File: src/rtl/pic_ram_loader_pkg.sv
// Shared picture-store constants and loader FSM state type.
// Latency: n/a (declarations only).
// Backpressure: n/a (declarations only).
package pic_ram_loader_pkg;

   // Picture RAM geometry and framing, shared with pic_ram and the LCD scan logic
   localparam int          PIC_ADDR_W    = 9;
   localparam int          PIC_DEPTH     = 512;
   localparam logic [7:0]  PIC_SYNC_BYTE = 8'hA5;

   // RGB565 field positions inside a 16-bit pixel
   localparam int RGB565_R_MSB = 15;
   localparam int RGB565_R_LSB = 11;
   localparam int RGB565_G_MSB = 10;
   localparam int RGB565_G_LSB = 5;
   localparam int RGB565_B_MSB = 4;
   localparam int RGB565_B_LSB = 0;

   // Loader FSM: waiting for sync, expecting high byte, expecting low byte
   typedef enum logic [1:0] {
      ST_IDLE = 2'd0,
      ST_HI   = 2'd1,
      ST_LO   = 2'd2
   } ldr_state_t;

endpackage

File: src/rtl/pic_ram_loader_rx_timeout_cnt.sv
// Inter-byte gap counter: flags when TIMEOUT-1 idle cycles have elapsed.
// Latency: expired is combinational from the registered count.
// Backpressure: none; clr dominates en.
module rx_timeout_cnt #(
   parameter int TIMEOUT = 50000
) (
   input  logic clk,
   input  logic rst,
   input  logic clr,
   input  logic en,
   output logic expired
);

   localparam int               CNT_W = (TIMEOUT > 1) ? $clog2(TIMEOUT) : 1;
   localparam logic [CNT_W-1:0] LIMIT = CNT_W'(TIMEOUT - 1);

   logic [CNT_W-1:0] cnt;

   assign expired = en && (cnt == LIMIT);

   // Count idle cycles while enabled; stop at the limit, restart on clear
   always_ff @(posedge clk) begin
      if (rst || clr) begin
         cnt <= '0;
      end else if (en && !expired) begin
         cnt <= cnt + 1'b1;
      end
   end

endmodule

File: src/rtl/pic_ram_loader.sv
// Assembles a sync-prefixed byte stream into RGB565 pixels and writes them to picture RAM.
// Latency: wr_en/wr_addr/wr_data 1 clk after the low-byte strobe; frame_done with last write.
// Backpressure: none; one byte per rx_valid strobe, dropped only on abort or timeout.
module pic_ram_loader
   import pic_ram_loader_pkg::*;
#(
   parameter int         ADDR_W    = PIC_ADDR_W,
   parameter int         DATA_W    = 16,
   parameter int         DEPTH     = PIC_DEPTH,
   parameter logic [7:0] SYNC_BYTE = PIC_SYNC_BYTE,
   parameter int         TIMEOUT   = 50000
) (
   input  logic              clk,
   input  logic              rst,
   input  logic              rx_valid,
   input  logic [7:0]        rx_data,
   input  logic              abort,
   output logic              wr_en,
   output logic [ADDR_W-1:0] wr_addr,
   output logic [DATA_W-1:0] wr_data,
   output logic              busy,
   output logic              frame_done,
   output logic              frame_err
);

   // One extra bit so DEPTH == 2**ADDR_W never wraps before the last pixel
   localparam logic [ADDR_W:0] LAST_PIX = (ADDR_W + 1)'(DEPTH - 1);

   ldr_state_t      state, state_nxt;
   logic [ADDR_W:0] pix_cnt;
   logic [7:0]      hi_byte;
   logic            frame_start, take_hi, take_lo, last_px, err;
   logic            to_clr, to_en, to_expired;

   // Gap timer runs only inside a frame and restarts on every received byte
   assign to_clr = rx_valid || (state == ST_IDLE);
   assign to_en  = (state != ST_IDLE);
   assign busy   = (state != ST_IDLE);

   rx_timeout_cnt #(
      .TIMEOUT (TIMEOUT)
   ) u_timeout (
      .clk     (clk),
      .rst     (rst),
      .clr     (to_clr),
      .en      (to_en),
      .expired (to_expired)
   );

   // State register
   always_ff @(posedge clk) begin
      if (rst) begin
         state <= ST_IDLE;
      end else begin
         state <= state_nxt;
      end
   end

   // Next state and per-cycle actions; priority is abort, then byte, then timeout
   always_comb begin
      state_nxt   = state;
      frame_start = 1'b0;
      take_hi     = 1'b0;
      take_lo     = 1'b0;
      last_px     = 1'b0;
      err         = 1'b0;
      case (state)
         ST_IDLE: begin
            if (rx_valid && (rx_data == SYNC_BYTE)) begin
               state_nxt   = ST_HI;
               frame_start = 1'b1;
            end
         end
         ST_HI: begin
            if (abort) begin
               state_nxt = ST_IDLE;
               err       = 1'b1;
            end else if (rx_valid) begin
               state_nxt = ST_LO;
               take_hi   = 1'b1;
            end else if (to_expired) begin
               state_nxt = ST_IDLE;
               err       = 1'b1;
            end
         end
         ST_LO: begin
            if (abort) begin
               state_nxt = ST_IDLE;
               err       = 1'b1;
            end else if (rx_valid) begin
               take_lo   = 1'b1;
               last_px   = (pix_cnt == LAST_PIX);
               state_nxt = last_px ? ST_IDLE : ST_HI;
            end else if (to_expired) begin
               state_nxt = ST_IDLE;
               err       = 1'b1;
            end
         end
         default: begin
            state_nxt = ST_IDLE;
         end
      endcase
   end

   // Pixel assembly, write port registers and status pulses
   always_ff @(posedge clk) begin
      if (rst) begin
         pix_cnt    <= '0;
         hi_byte    <= '0;
         wr_en      <= 1'b0;
         wr_addr    <= '0;
         wr_data    <= '0;
         frame_done <= 1'b0;
         frame_err  <= 1'b0;
      end else begin
         wr_en      <= take_lo;
         frame_done <= take_lo && last_px;
         frame_err  <= err;
         if (frame_start) begin
            pix_cnt <= '0;
         end
         if (take_hi) begin
            hi_byte <= rx_data;
         end
         if (take_lo) begin
            wr_data <= {hi_byte, rx_data};
            wr_addr <= pix_cnt[ADDR_W-1:0];
            pix_cnt <= pix_cnt + 1'b1;
         end
      end
   end

endmodule
File: config.mk
export PLATFORM = sky130hd
export DESIGN_NAME = pic_ram_loader
export DESIGN_NICKNAME = d
export VERILOG_FILES = /design/src/rtl/pic_ram_loader_pkg.sv /design/src/rtl/pic_ram_loader_rx_timeout_cnt.sv /design/src/rtl/pic_ram_loader.sv
export SDC_FILE = /design/constraint.sdc
export NUM_CORES = 1
export LEC_CHECK = 0
export ABC_AREA = 1
export CAP_MARGIN = 20
export CORE_AREA = 5 5 110 112
export DETAILED_ROUTE_END_ITERATION = 8
export DIE_AREA = 0 0 115 117
export GPL_TIMING_DRIVEN = 0
export PLACE_DENSITY = 0.44
export SLEW_MARGIN = 20
export SYNTH_ARGS = -nofsm -noshare
export SYNTH_HDL_FRONTEND = slang
export SYNTH_SLANG_ARGS = --single-unit
File: constraint.sdc
create_clock -name clk -period 3.5 [get_ports clk]
set_clock_uncertainty 0.05 [all_clocks]
set_input_delay 0.7 -clock clk [delete_from_list [all_inputs] [get_ports clk]]
set_output_delay 0.7 -clock clk [all_outputs]
set_load 0.05 [all_outputs]
==> impl_metrics.py <==
metrics = {
    "sta": {
        "setup_tns_ns": 0,
        "maxSlewHeadroom_pct": 61.4,
        "final-max-slew-violation-count": 0,
        "period_needed_ns": 2.74,
        "hold_violations": 0,
        "fin_crit_sh_pct": 78.4,
        "rsz0062_at_grt": "no",
        "max_slew.worst_pin.slew_ns": 0.578,
        "max_freq_ghz": 0.364,
        "setup_violations": 0,
    },
    "finish": {
        "nets": 478,
        "area_delta_synth_final_pct": 29.4,
        "n_antenna_cell": 0,
        "final_cell_count_no_fill": 608,
        "stdcell_area_um2": 3760,
        "final_layout_size_suffix_gt1_share_pct": 7.10,
    },
    "clock_tree": {
        "clkLatencyLatePin_ns": 0.33,
        "cts_setup_buffers": 0,
        "htreeDepth": 3,
        "cts-root-buf": "clkbuf_16",
        "clock_path_buffers": 2,
        "ctsResizeCount": 0,
        "cts_tree": "built",
        "ctsHoldBuffers": 0,
        "clkSinkCount": 64,
        "cts_inserted_buffers": 9,
        "path_clk_slew_ns": 0.05,
    },
    "route": {
        "drt-wirelength-per-cell_um": 13.3,
        "ant_nets": 0,
        "via_count": 2716,
        "drt_pass1_iterations": 4,
        "drc": 0,
        "avgViaCountPerCell": 4.47,
        "first_iter_violations": 99,
        "drt-total-wl_mm": 8.06,
    },
    "grt": {
        "gr-total-overflow": 0,
        "grt_max_degree": 11,
        "grt_use_total_pct": 13.0,
        "grt_pass1_vias": 2722,
        "grt_pass1_wl_mm": 13.7,
        "antenna_found_initial": 0,
    },
    "floorplan": {
        "std_cell_rows": 39,
        "initial_utilization_pct": 26.1,
        "dieHeight_um": 117,
        "core-area_um2": 11100,
        "pin_count": 41,
        "die_w_um": 115,
        "die_area_um2": 13500,
    },
    "outcome": {
        "status": "complete, no violations",
    },
    "power": {
        "p_leak_nw": 1.32,
        "vdd_drop_max_uv": 252,
        "power_density_nw_per_um2": 464,
    },
    "synthesis": {
        "synthCells": 410,
        "synth_cell_types": 24,
        "ys_seq_area_share_pct": 44.1,
        "synth_area_um2": 2910,
        "synth_warnings": 0,
        "synth.avg_cell_area_um2": 7.09,
        "yosys_register_bits": 64,
        "synth_nets": 428,
    },
    "critical_path": {
        "rr_worst_depth": 9,
        "startpoint": "state[0]",
        "cp.arrival_ns": 1.99,
        "r2r_slack_ns": 1.71,
        "reg2reg_to": "u_timeout.cnt[14]",
        "startpoint_type": "flip-flop",
        "cp_max_fo": 4,
        "rr_startpoint": "u_timeout.cnt[0]",
        "end_kind": "output pin",
        "critPathKind": "flip-flop to output pin",
        "cp_data_required_time_ns": 2.75,
        "endpoint": "busy",
    },
    "flow_run": {
        "cap_violations": 0,
    },
    "placed_design": {
        "port_buffers": 39,
        "hpwlAfterDp_mm": 6.00,
        "place.gp.congestion": 0.807,
        "place_area_um2": 3470,
        "dpl.cell_count": 592,
    },
    "min_path": {
        "holdCritPathClass": "flip-flop to flip-flop",
    },
}
cells in the mapped netlist:
master    count  area share [%]
nand4_1       6             1.3
buf_12        1            0.69
nand2_4       1            0.39
o31ai_1       1            0.26
nand3_2       2            0.69
nand3_1      16             2.8
a21oi_1      59              10
o21ai_0      34             5.9
or2_2         1            0.22
nor2_2        2            0.43
ha_1          6             2.6
buf_6         1            0.39
nor3_1        3            0.52
buf_2         4            0.69
buf_4         2            0.52
nand2_2       2            0.43
nor2_1       34             4.4
dfxtp_1      64              44
inv_2         2            0.26
xor2_1        3            0.90
xnor2_1       6             1.8
nand2_1     114              15
inv_1        40             5.2
clkbuf_1      6            0.78
cell families after synthesis:
logic type               share of synthesized area, %
flip-flops                                       44.1
XOR/XNOR                                         2.71
AND/OR/NAND/NOR                                  25.8
adder cells (fa/ha/maj)                          2.58
buffers and inverters                            8.48
AO/OA/AOI/OAI                                    16.3
worst max-delay path: stages (launching register included):
cell and delay, ns:
dfxtp_1 0.35, inv_1 0.09, ha_1 0.25, inv_1 0.15, clkdlybuf4s50_1 0.83
metrics by stage:
step | hold WS (ns) | setup WS, ns | utilization (%) | total power [W]
final | 0.403 | 0.756 | 33.8 | 0.00174
after global placement | 0.394 | 1.05 | 31.2 | 0.000908
after detailed placement | 0.398 | 1.06 | 31.2 | 0.000907
after floorplan | 0.379 | 1.74 | - | 0.000852
after global routing | 0.432 | 0.669 | 33.8 | 0.00181
after CTS | 0.408 | 0.721 | 33.8 | 0.00177
worst min-delay path by stage:
stage,startpoint,endpoint,slack (ns),depth (start not counted)
6_report,hi_byte[3],hi_byte[3],0.40,2
5_1_grt,hi_byte[1],hi_byte[1],0.43,2
4_1_cts,hi_byte[2],hi_byte[2],0.41,2
3_5_place_dp,hi_byte[2],wr_data[10],0.40,2
3_3_place_gp,hi_byte[2],hi_byte[2],0.39,2
2_1_floorplan,hi_byte[0],hi_byte[0],0.38,2
state kept, by name, indices dropped and copies added, names as in the netlist:
signal,cells
u_timeout.cnt,16
wr_data,16
pix_cnt,10
wr_addr,9
hi_byte,8
state,2
frame_done,1
frame_err,1
wr_en,1
cell type report:
type | count | area [um^2]
inverters | 42 | 158
well taps | 143 | 179
multi-input cells | 290 | 1380
clock buffers | 13 | 270
repair buffers | 39 | 390
plain buffers | 14 | 88.8
clock inverters | 3 | 15.0
fillers | 1229 | 7370
flip-flops and latches | 64 | 1280
cells in the final DEF, fill, tap and decap left out, types with 2 or more instances in the layout:
cell	instances
nand2_1	114
nand3_1	16
buf_4	2
clkinv_2	3
inv_2	2
clkbuf_8	3
nand3_2	2
xnor2_1	6
ha_1	6
nor2_2	2
nor3_1	3
buf_2	4
clkdlybuf4s50_1	39
nand2_2	2
a21oi_1	59
dfxtp_1	64
xor2_1	3
clkbuf_16	9
o21ai_0	34
clkbuf_1	7
nor2_1	34
nand4_1	6
inv_1	40
routing by layer:
| layer | global-route usage [%] | share of wire (%) | up-vias |
|---|---|---|---|
| li1 | - | - | 1419 |
| met1 | 17.0 | 50 | 1235 |
| met2 | 20.1 | 45 | 49 |
| met3 | 2.78 | 3.2 | 13 |
| met4 | 6.96 | 2.3 | 0 |
| met5 | 0 | 0 | - |
report_power, final:
part	internal, W	switching [W]
registers	0.000738	0.00000451
logic	0.0000507	0.0000962
clock network	0.000534	0.000322
No activity file was read; power rests on OpenSTA's default activity.
